--- src/rtl/ps2_pkg.sv ---
// Shared PS/2 receiver definitions: FSM state encoding, scancode constants, defaults.
package ps2_pkg;

    typedef enum logic [1:0] {
        ST_IDLE   = 2'd0,
        ST_DATA   = 2'd1,
        ST_PARITY = 2'd2,
        ST_STOP   = 2'd3
    } ps2_state_t;

    localparam logic [7:0] PS2_SC_BREAK = 8'hF0;
    localparam logic [7:0] PS2_SC_EXT   = 8'hE0;

    localparam int PS2_DEF_FIFO_DEPTH = 8;
    localparam int PS2_DEF_TIMEOUT    = 50000;

endpackage

--- src/rtl/ps2_sc_fifo.sv ---
// First-word-fall-through scancode FIFO; head visible the cycle after a push, 8'h00 when empty.
// A push while full is accepted only if a pop frees a slot in the same cycle; otherwise it is ignored.
module ps2_sc_fifo #(
    parameter int DEPTH = 8,
    parameter int W     = 8
) (
    input  logic         i_clk,
    input  logic         i_rst,
    input  logic         i_push,
    input  logic         i_pop,
    input  logic [W-1:0] i_din,
    output logic [W-1:0] o_dout,
    output logic         o_empty,
    output logic         o_full
);
    localparam int AW = $clog2(DEPTH);

    logic [W-1:0]  r_mem [DEPTH];
    logic [AW-1:0] r_wr_ptr;
    logic [AW-1:0] r_rd_ptr;
    logic [AW:0]   r_count;
    logic          w_push;
    logic          w_pop;

    assign o_empty = (r_count == '0);
    assign o_full  = (r_count == (AW+1)'(DEPTH));
    assign w_pop   = i_pop && !o_empty;
    assign w_push  = i_push && (!o_full || w_pop);
    assign o_dout  = o_empty ? '0 : r_mem[r_rd_ptr];

    always_ff @(posedge i_clk) begin
        if (i_rst) begin
            r_wr_ptr <= '0;
            r_rd_ptr <= '0;
            r_count  <= '0;
        end else begin
            if (w_push) r_wr_ptr <= r_wr_ptr + 1'b1;
            if (w_pop)  r_rd_ptr <= r_rd_ptr + 1'b1;
            if (w_push && !w_pop)
                r_count <= r_count + 1'b1;
            else if (!w_push && w_pop)
                r_count <= r_count - 1'b1;
        end
    end

    always_ff @(posedge i_clk) begin
        if (w_push) r_mem[r_wr_ptr] <= i_din;
    end

endmodule

--- src/rtl/ps2_kbd_rx.sv ---
// PS/2 keyboard receiver: sync + frame FSM + watchdog feeding a FWFT scancode FIFO popped on ps2_rd rising edge.
// Byte visible the cycle after its stop-bit fall; full FIFO drops and sets sticky overflow. Macro: PS2_BREAK_FILTER_EN.
module ps2_kbd_rx
    import ps2_pkg::*;
#(
    parameter int FIFO_DEPTH     = PS2_DEF_FIFO_DEPTH,
    parameter int TIMEOUT_CYCLES = PS2_DEF_TIMEOUT
) (
    input  logic       i_clk,
    input  logic       i_rst,
    input  logic       i_ps2_clk,
    input  logic       i_ps2_data,
    input  logic       i_ps2_rd,
    output logic       o_ps2_ready,
    output logic [7:0] o_key_scan,
    output logic       o_overflow,
    output logic       o_frame_err
);
    localparam int WDW = $clog2(TIMEOUT_CYCLES + 1);

    ps2_state_t     r_state, w_next;
    logic           r_clk_s1, r_clk_s2, r_clk_s3;
    logic           r_dat_s1, r_dat_s2;
    logic           r_rd_prev;
    logic [2:0]     r_bit_cnt;
    logic [7:0]     r_shift;
    logic           r_parity;
    logic [WDW-1:0] r_wdog;
    logic           r_overflow;
    logic           w_fall, w_data, w_timeout;
    logic           w_frame_ok, w_frame_err;
    logic           w_push, w_pop, w_empty, w_full;

    assign w_fall    = r_clk_s3 & ~r_clk_s2;
    assign w_data    = r_dat_s2;
    assign w_pop     = i_ps2_rd & ~r_rd_prev;
    assign w_timeout = (r_state != ST_IDLE) && !w_fall && (r_wdog == WDW'(TIMEOUT_CYCLES - 1));

    always_ff @(posedge i_clk) begin
        if (i_rst) r_state <= ST_IDLE;
        else       r_state <= w_next;
    end

    always_comb begin
        w_next      = r_state;
        w_frame_ok  = 1'b0;
        w_frame_err = 1'b0;
        if (w_timeout) begin
            w_next      = ST_IDLE;
            w_frame_err = 1'b1;
        end else if (w_fall) begin
            case (r_state)
                ST_IDLE:   if (!w_data) w_next = ST_DATA;
                ST_DATA:   if (r_bit_cnt == 3'd7) w_next = ST_PARITY;
                ST_PARITY: w_next = ST_STOP;
                ST_STOP: begin
                    w_next = ST_IDLE;
                    if (w_data && (^{r_shift, r_parity})) w_frame_ok  = 1'b1;
                    else                                  w_frame_err = 1'b1;
                end
                default:   w_next = ST_IDLE;
            endcase
        end
    end

    always_ff @(posedge i_clk) begin
        if (i_rst) begin
            r_clk_s1   <= 1'b1;
            r_clk_s2   <= 1'b1;
            r_clk_s3   <= 1'b1;
            r_dat_s1   <= 1'b1;
            r_dat_s2   <= 1'b1;
            r_rd_prev  <= 1'b0;
            r_bit_cnt  <= '0;
            r_shift    <= '0;
            r_parity   <= 1'b0;
            r_wdog     <= '0;
            r_overflow <= 1'b0;
        end else begin
            r_clk_s1  <= i_ps2_clk;
            r_clk_s2  <= r_clk_s1;
            r_clk_s3  <= r_clk_s2;
            r_dat_s1  <= i_ps2_data;
            r_dat_s2  <= r_dat_s1;
            r_rd_prev <= i_ps2_rd;
            if (r_state == ST_IDLE || w_fall) r_wdog <= '0;
            else                              r_wdog <= r_wdog + 1'b1;
            if (w_fall && !w_timeout) begin
                case (r_state)
                    ST_IDLE:   r_bit_cnt <= '0;
                    ST_DATA: begin
                        r_shift   <= {w_data, r_shift[7:1]};
                        r_bit_cnt <= r_bit_cnt + 1'b1;
                    end
                    ST_PARITY: r_parity <= w_data;
                    default:   ;
                endcase
            end
            // full FIFO only accepts the byte when a pop frees a slot this cycle
            if (w_push && w_full && !w_pop) r_overflow <= 1'b1;
        end
    end

`ifdef PS2_BREAK_FILTER_EN
    logic r_brk_armed;

    // F0 and the byte after it are swallowed so only make codes reach the FIFO
    assign w_push = w_frame_ok && !r_brk_armed && (r_shift != PS2_SC_BREAK);

    always_ff @(posedge i_clk) begin
        if (i_rst)           r_brk_armed <= 1'b0;
        else if (w_frame_ok) r_brk_armed <= !r_brk_armed && (r_shift == PS2_SC_BREAK);
    end
`else
    assign w_push = w_frame_ok;
`endif

    ps2_sc_fifo #(
        .DEPTH (FIFO_DEPTH),
        .W     (8)
    ) u_fifo (
        .i_clk   (i_clk),
        .i_rst   (i_rst),
        .i_push  (w_push),
        .i_pop   (w_pop),
        .i_din   (r_shift),
        .o_dout  (o_key_scan),
        .o_empty (w_empty),
        .o_full  (w_full)
    );

    assign o_ps2_ready = !w_empty;
    assign o_overflow  = r_overflow;
    assign o_frame_err = w_frame_err;

endmodule

--- config.mk ---
export PLATFORM = sky130hd
export DESIGN_NAME = ps2_kbd_rx
export DESIGN_NICKNAME = d
export VERILOG_FILES = /design/src/rtl/ps2_pkg.sv /design/src/rtl/ps2_sc_fifo.sv /design/src/rtl/ps2_kbd_rx.sv
export SDC_FILE = /design/constraint.sdc
export NUM_CORES = 1
export LEC_CHECK = 0
export BUFFER_PORTS_ARGS = -buffer_cell sky130_fd_sc_hd__buf_2
export CAP_MARGIN = 40
export CORE_MARGIN = 5
export CORE_UTILIZATION = 55
export DETAILED_ROUTE_END_ITERATION = 8
export PLACE_DENSITY = 0.73
export SYNTH_ARGS = -nofsm -noshare
export SYNTH_HDL_FRONTEND = slang
export SYNTH_SLANG_ARGS = --single-unit
--- constraint.sdc ---
create_clock -name i_clk -period 3.2 [get_ports i_clk]
set_clock_uncertainty 0.2 [all_clocks]
set_input_delay 0.8 -clock i_clk [delete_from_list [all_inputs] [get_ports i_clk]]
set_output_delay 0.8 -clock i_clk [all_outputs]
set_load 0.1 [all_outputs]
After elaboration in Yosys (flattened, before gate mapping) --
Memory sizes are Yosys's and may differ from the RTL's. A register that Yosys moved wholly into a read port is not among the register bits. Index checks and enable logic that the tools add are counted.
Operators by class: add/subtract/negate cells 6, mux-type cells 19, shift-type cells 0, multipliers 0, bitwise operators 4, eq/ne operators 8, div/mod/pow operators 0, $lt $le $gt $ge 0, reductions and logical operators 31
Operators with widths (number):
- $add 16x1->16 const B | 1
- $eq 16x16->1 const B | 1
- $logic_and 1x1->1 | 10
- $mux 1 | 10
- $add 3x1->3 const B | 3
- $reduce_xor 9->1 | 1
- $mux 4 | 2
- $mux 8 | 1
- $pmux 2 s4 | 1
- $logic_not 1->1 | 7
- $mux 3 | 2
- $pmux 3 s2 | 1
- $reduce_and 2->1 | 3
- $reduce_bool 2->1 | 3
- $add 4x1->4 const B | 1
- $eq 2x2->1 const B | 2
- $eq 4x4->1 const B | 1
- $logic_not 4->1 | 1
- $mux 2 | 2
- $ne 2x2->1 const B | 2
- $reduce_or 2->1 | 2
- $sub 4x1->4 const B | 1
- $eq 3x3->1 const B | 1
- $reduce_and 3->1 | 1
- other kinds (5) | 8
Word-level totals: output and inout port bits 11, memories 1, bits in registers 47, word-level logic and storage cells 84, input bits 5, latch bits 0, bits in read-only memories 0, RAM bits 64
Memories:
- u_fifo.r_mem | depth 8, bits a word 8, rd ports 1, clocked after memory_dff 1, wr ports 1, RTL line ps2_sc_fifo.sv:18 | logic [W-1:0] r_mem [DEPTH];

Logic depth before layout (Yosys ltp) --
depth in word-level cells 11, gate-level depth with buffers 14, depth with buffers taken out 13

Modules after synthesis --
A second synthesis with hierarchy kept.
Second synthesis, totals: cell total of the unflattened synthesis 361, area total of the unflattened synthesis 4742.0 um2
Modules (own cells, without submodules):
- ps2_sc_fifo | cells each 174, seq. area each 2182.1 um2, instances 1, area an instance 3093.0 um2
- ps2_kbd_rx | cells each 187, seq. area each 740.7 um2, instances 1, area an instance 1649.1 um2

Worst setup path before layout --
Ideal clock, no wire load.
kind register -> output, from reg r_wdog[5], to out o_frame_err, data arrival time 2.481 ns, buffers on the path 0, path slack -0.281 ns, stages on the path, launching flop included 6, required time 2.200 ns, cells stage by stage dfxtp_1 -> or4b_1 -> or4_1 -> and4b_2 -> nor2b_2 -> a21oi_2
On the way: longest elaborated chain between the ends 3
RTL lines:
- start, declared | RTL line ps2_kbd_rx.sv:28 | logic [WDW-1:0] r_wdog;
- start signal, assigned | RTL line ps2_kbd_rx.sv:87 | else r_wdog <= r_wdog + 1'b1;
- $eq 16x16->1 | RTL line ps2_kbd_rx.sv:37 | assign w_timeout = (r_state != ST_IDLE) && !w_fall && (r_wdog == WDW'(TIMEOUT_CYCLES - 1));
- $logic_and 1x1->1 | RTL line ps2_kbd_rx.sv:37
- $mux 1 | RTL line ps2_kbd_rx.sv:48 | if (w_timeout) begin
- end, declared | RTL line ps2_kbd_rx.sv:17 | output logic o_frame_err
No other way between the ends.

Worst setup path after layout --
from reg r_wdog[10], to out o_frame_err
The elaborated chain is that of the path after synthesis.

==> summary.txt <==
Critical path
  • Critical path startpoint category: register
  • Worst setup EP type: primary output
  • Crit path max fanout: 4
  • Reg2Reg Depth: 13
  • Worst EP required: 2200 ps
  • Crit Path Category: register to primary output
  • Endpoint arrival time on the critical path: 2490 ps

Layout
  • Cell area after layout: approximately 5700 um2
  • Fin util: 69.44%
  • Ant diodes: 0
  • Layout Nets: 424
  • Layout fillers: 581
  • Share of cells above drive strength 1: a little over a quarter
  • Area Growth Syn to Fin: 22.64%

Power and ir drop
  • Leakage: between 2 and 2.5 nW
  • VDD IR-drop max: 0.5017 mV
  • Total Power: 0.004054 W
  • Pwr Density: between 700 and 800 nW/um2

Yosys
  • FF+latch count, synth: roughly 110
  • Yosys cell types: 42
  • Simple-gate share of the synthesized area: 12.90%
  • Post-Syn Nets: 375
  • Largest family of logic cells by synthesized area: simple AND/OR/NAND/NOR gates
  • Yosys warns: 0
  • Mux share of post-synthesis cell area: 10.54%
  • Synth Area in Adders: 3.639%
  • Mapped Area: between 4000 and 5000 um2
  • Post-synth top flop: edfxtp_1
  • Async SR Flop Fraction: 0%
  • Complex-gate fraction of the synthesized area: 2.944%
  • Number of enable flip-flop cells after synthesis: 64
  • Synthesized area per cell: 13.10 um2
  • Post-Syn Instances: between 300 and 400
  • Xor/xnor share of the synthesized area: between 5 and 6%
  • Sequential share of the synthesized area: 62.51%

Timing
  • Pins over their slew limit: 0
  • Hold Fails Final Rpt: 0
  • Worst slew margin: about half
  • RSZ-0062 raised after global routing: yes
  • # setup viols final: 1
  • Worst-margin pin slew: 702.9 ps
  • Peak Freq: 286.9 MHz
  • Final worst path period share: 108.9%
  • Fin worst setup slack: -285.7 ps
  • Final Critical Period: 3486 ps

CTS
  • Worst-skew pair later-pin latency: 510 ps
  • CTS Hold Buffers Added: 0
  • TritonCTS clock tree: built
  • CTS clk-pin slew, worst paths: 60 ps
  • Cts bufs inserted: 17
  • H-tree depth: 4
  • Clock sink count: 114
  • Worst-case clock buffer depth: 2
  • CTS root buf: clkbuf_8

Run status
  • Failing checks: negative setup slack
  • Status: complete, but fails checks

Floorplanning
  • Core Rows: 33
  • Die span in y: 102.2 um
  • I/O pin count: 16
  • Initial Utilization: a little under three fifths
  • Die extent in x: 102.2 um
  • Die ar.: approximately 10,000 um2
  • Core region area: 8258 um2

Placement
  • I/O Buffers: 15
  • Placed Area: 5059 um2
  • Placer congestion estimate: 0.7901
  • Post-DP HPWL: between 5000 and 6000 um

Detailed routing
  • Routed wire length: 8582 um
  • Initial DRC count: 127
  • Vias: ~2,800
  • DR DRC count: 0
  • First-pass detailed-route iteration total: 5
  • Vias per std cell: between 5 and 6
  • Post-route ant nets: 0
  • DR WL/cell: 16.38 um

Global route
  • Overall Global Routing Usage: between 10% and 20%
  • Vias in the first global route: around 2,800
  • Total grt overflow: 0
  • Largest net degree at the start of global routing: 37
  • First-pass GRT wire length: 13,700 um
  • Antenna violations before repair: 0

Run
  • MaxCap Viol Count: 0

Worst hold path
  • WHS Path Cells: 1
  • Hold Path Class: register to register
==> cell type report <==
cell class / count / area [um2] / area share [%]
sequential: 114 / 2925 / 51.01
multi-input combinational: 219 / 1688 / 29.43
clock buffer: 17 / 414.1 / 7.222
inverter: 11 / 41.29 / 0.7201
clock inverter: 15 / 214.0 / 3.731
tap: 105 / 131.4 / 2.291
timing repair buffer: 43 / 320.3 / 5.586
==> critical path, cell delays in order, from the launching register on <==
cell and delay [ps]:
dfxtp_2 310, or4b_1 500, or4_1 410, and4b_2 360, nor2b_2 70, a21oi_4 140
buf_12 190
==> synth_stat cells, types with 3 or more instances <==
library cell	number	area, um2
xor2_1	8	70.07
mux4_2	16	360.4
nor2b_1	4	25.02
inv_1	11	41.29
clkbuf_1	8	30.03
edfxtp_1	64	1922
mux2i_1	11	110.1
nand4_1	3	18.77
nand2_1	28	105.1
or2_2	5	31.28
xnor2_1	16	140.1
nor2_1	50	187.7
a21oi_1	15	75.07
nor3_1	7	35.03
nand3_1	8	40.04
dfxtp_1	50	1001
ha_1	12	150.1
nand2b_1	6	37.54
and3_1	3	18.77
==> registers in the layout, summed over array words and instances, names as in the netlist, 2 cells and up, named ones only <==
register	cells
r_bit_cnt	3
r_shift	8
r_state	2
r_wdog	16
u_fifo.r_count	4
u_fifo.r_mem	64
u_fifo.r_rd_ptr	3
u_fifo.r_wr_ptr	3
==> kinds of logic (layout without fill, tap and decap cells) <==
kind of cell / count (synthesis) / in the layout
AND/OR/NAND/NOR: 127 / 127
flip-flops: 114 / 114
multiplexers: 29 / 29
XOR/XNOR: 26 / 26
AO/OA/AOI/OAI: 24 / 24
buffers and inverters: 24 / 86
adder cells (fa/ha/maj): 13 / 13
==> report_power, final <==
group	switching, W	internal (W)
Combinational	0.000365	0.000149
Sequential	0.0000167	0.00155
Clock	0.000639	0.00133
==> routing by layer <==
| layer | wire, um | share of wire [%] | track usage, % |
|---|---|---|---|
| met1 | 3852 | 45 | 21.91 |
| met2 | 4401 | 51 | 30.08 |
| met3 | 249 | 2.9 | 4.915 |
| met4 | 80 | 0.93 | 6.559 |
| met5 | 0 | 0 | 0 |
==> final timing paths <==
| kind | slack, ps | endpoint | startpoint |
|---|---|---|---|
| worst max register to register | 240 | u_fifo.r_count[3] | r_shift[1] |
| worst min register to register | 220 | r_dat_s2 | r_dat_s1 |
| worst max-delay path | -290 | o_frame_err | r_wdog[10] |
| worst min-delay path | 220 | r_dat_s2 | r_dat_s1 |
==> metrics by stage <==
| stage | std cells | TNS [ps] | setup WS (ps) | hold slack [ps] |
|---|---|---|---|---|
| floorplan | 357 | -1.721 | -1.721 | 189.5 |
| global placement | 488 | 0 | 162.7 | 198.3 |
| detailed placement | 488 | 0 | 85.24 | 204.7 |
| CTS | 523 | -297.5 | -297.5 | 221.8 |
| global route | 524 | -376.6 | -376.6 | 235.1 |
| finish | 524 | -285.7 | -285.7 | 216.4 |
==> timing repair <==
action	CTS	global route
buffers inserted	3	1
pin swaps	3	0
setup endpoints to repair	2	4
resized for setup	4	4
==> cell usage in the layout (no fill, tap or decap), drive strengths merged, types with 2 or more instances in the layout <==
cell and n:
a21oi 16, a22oi 2, a31oi 2, and2 2, and3 3, buf 42
bufinv 5, clkbuf 18, clkinv 6, clkinvlp 3, dfxtp 50, edfxtp 64
ha 12, inv 12, mux2 2, mux2i 11, mux4 16, nand2 28
nand2b 6, nand3 8, nand4 3, nor2 50, nor2b 5, nor3 7
nor4 3, o21ai 2, or2 5, or3 2, xnor2 17, xor2 8
(Power assumes the default switching activity.)
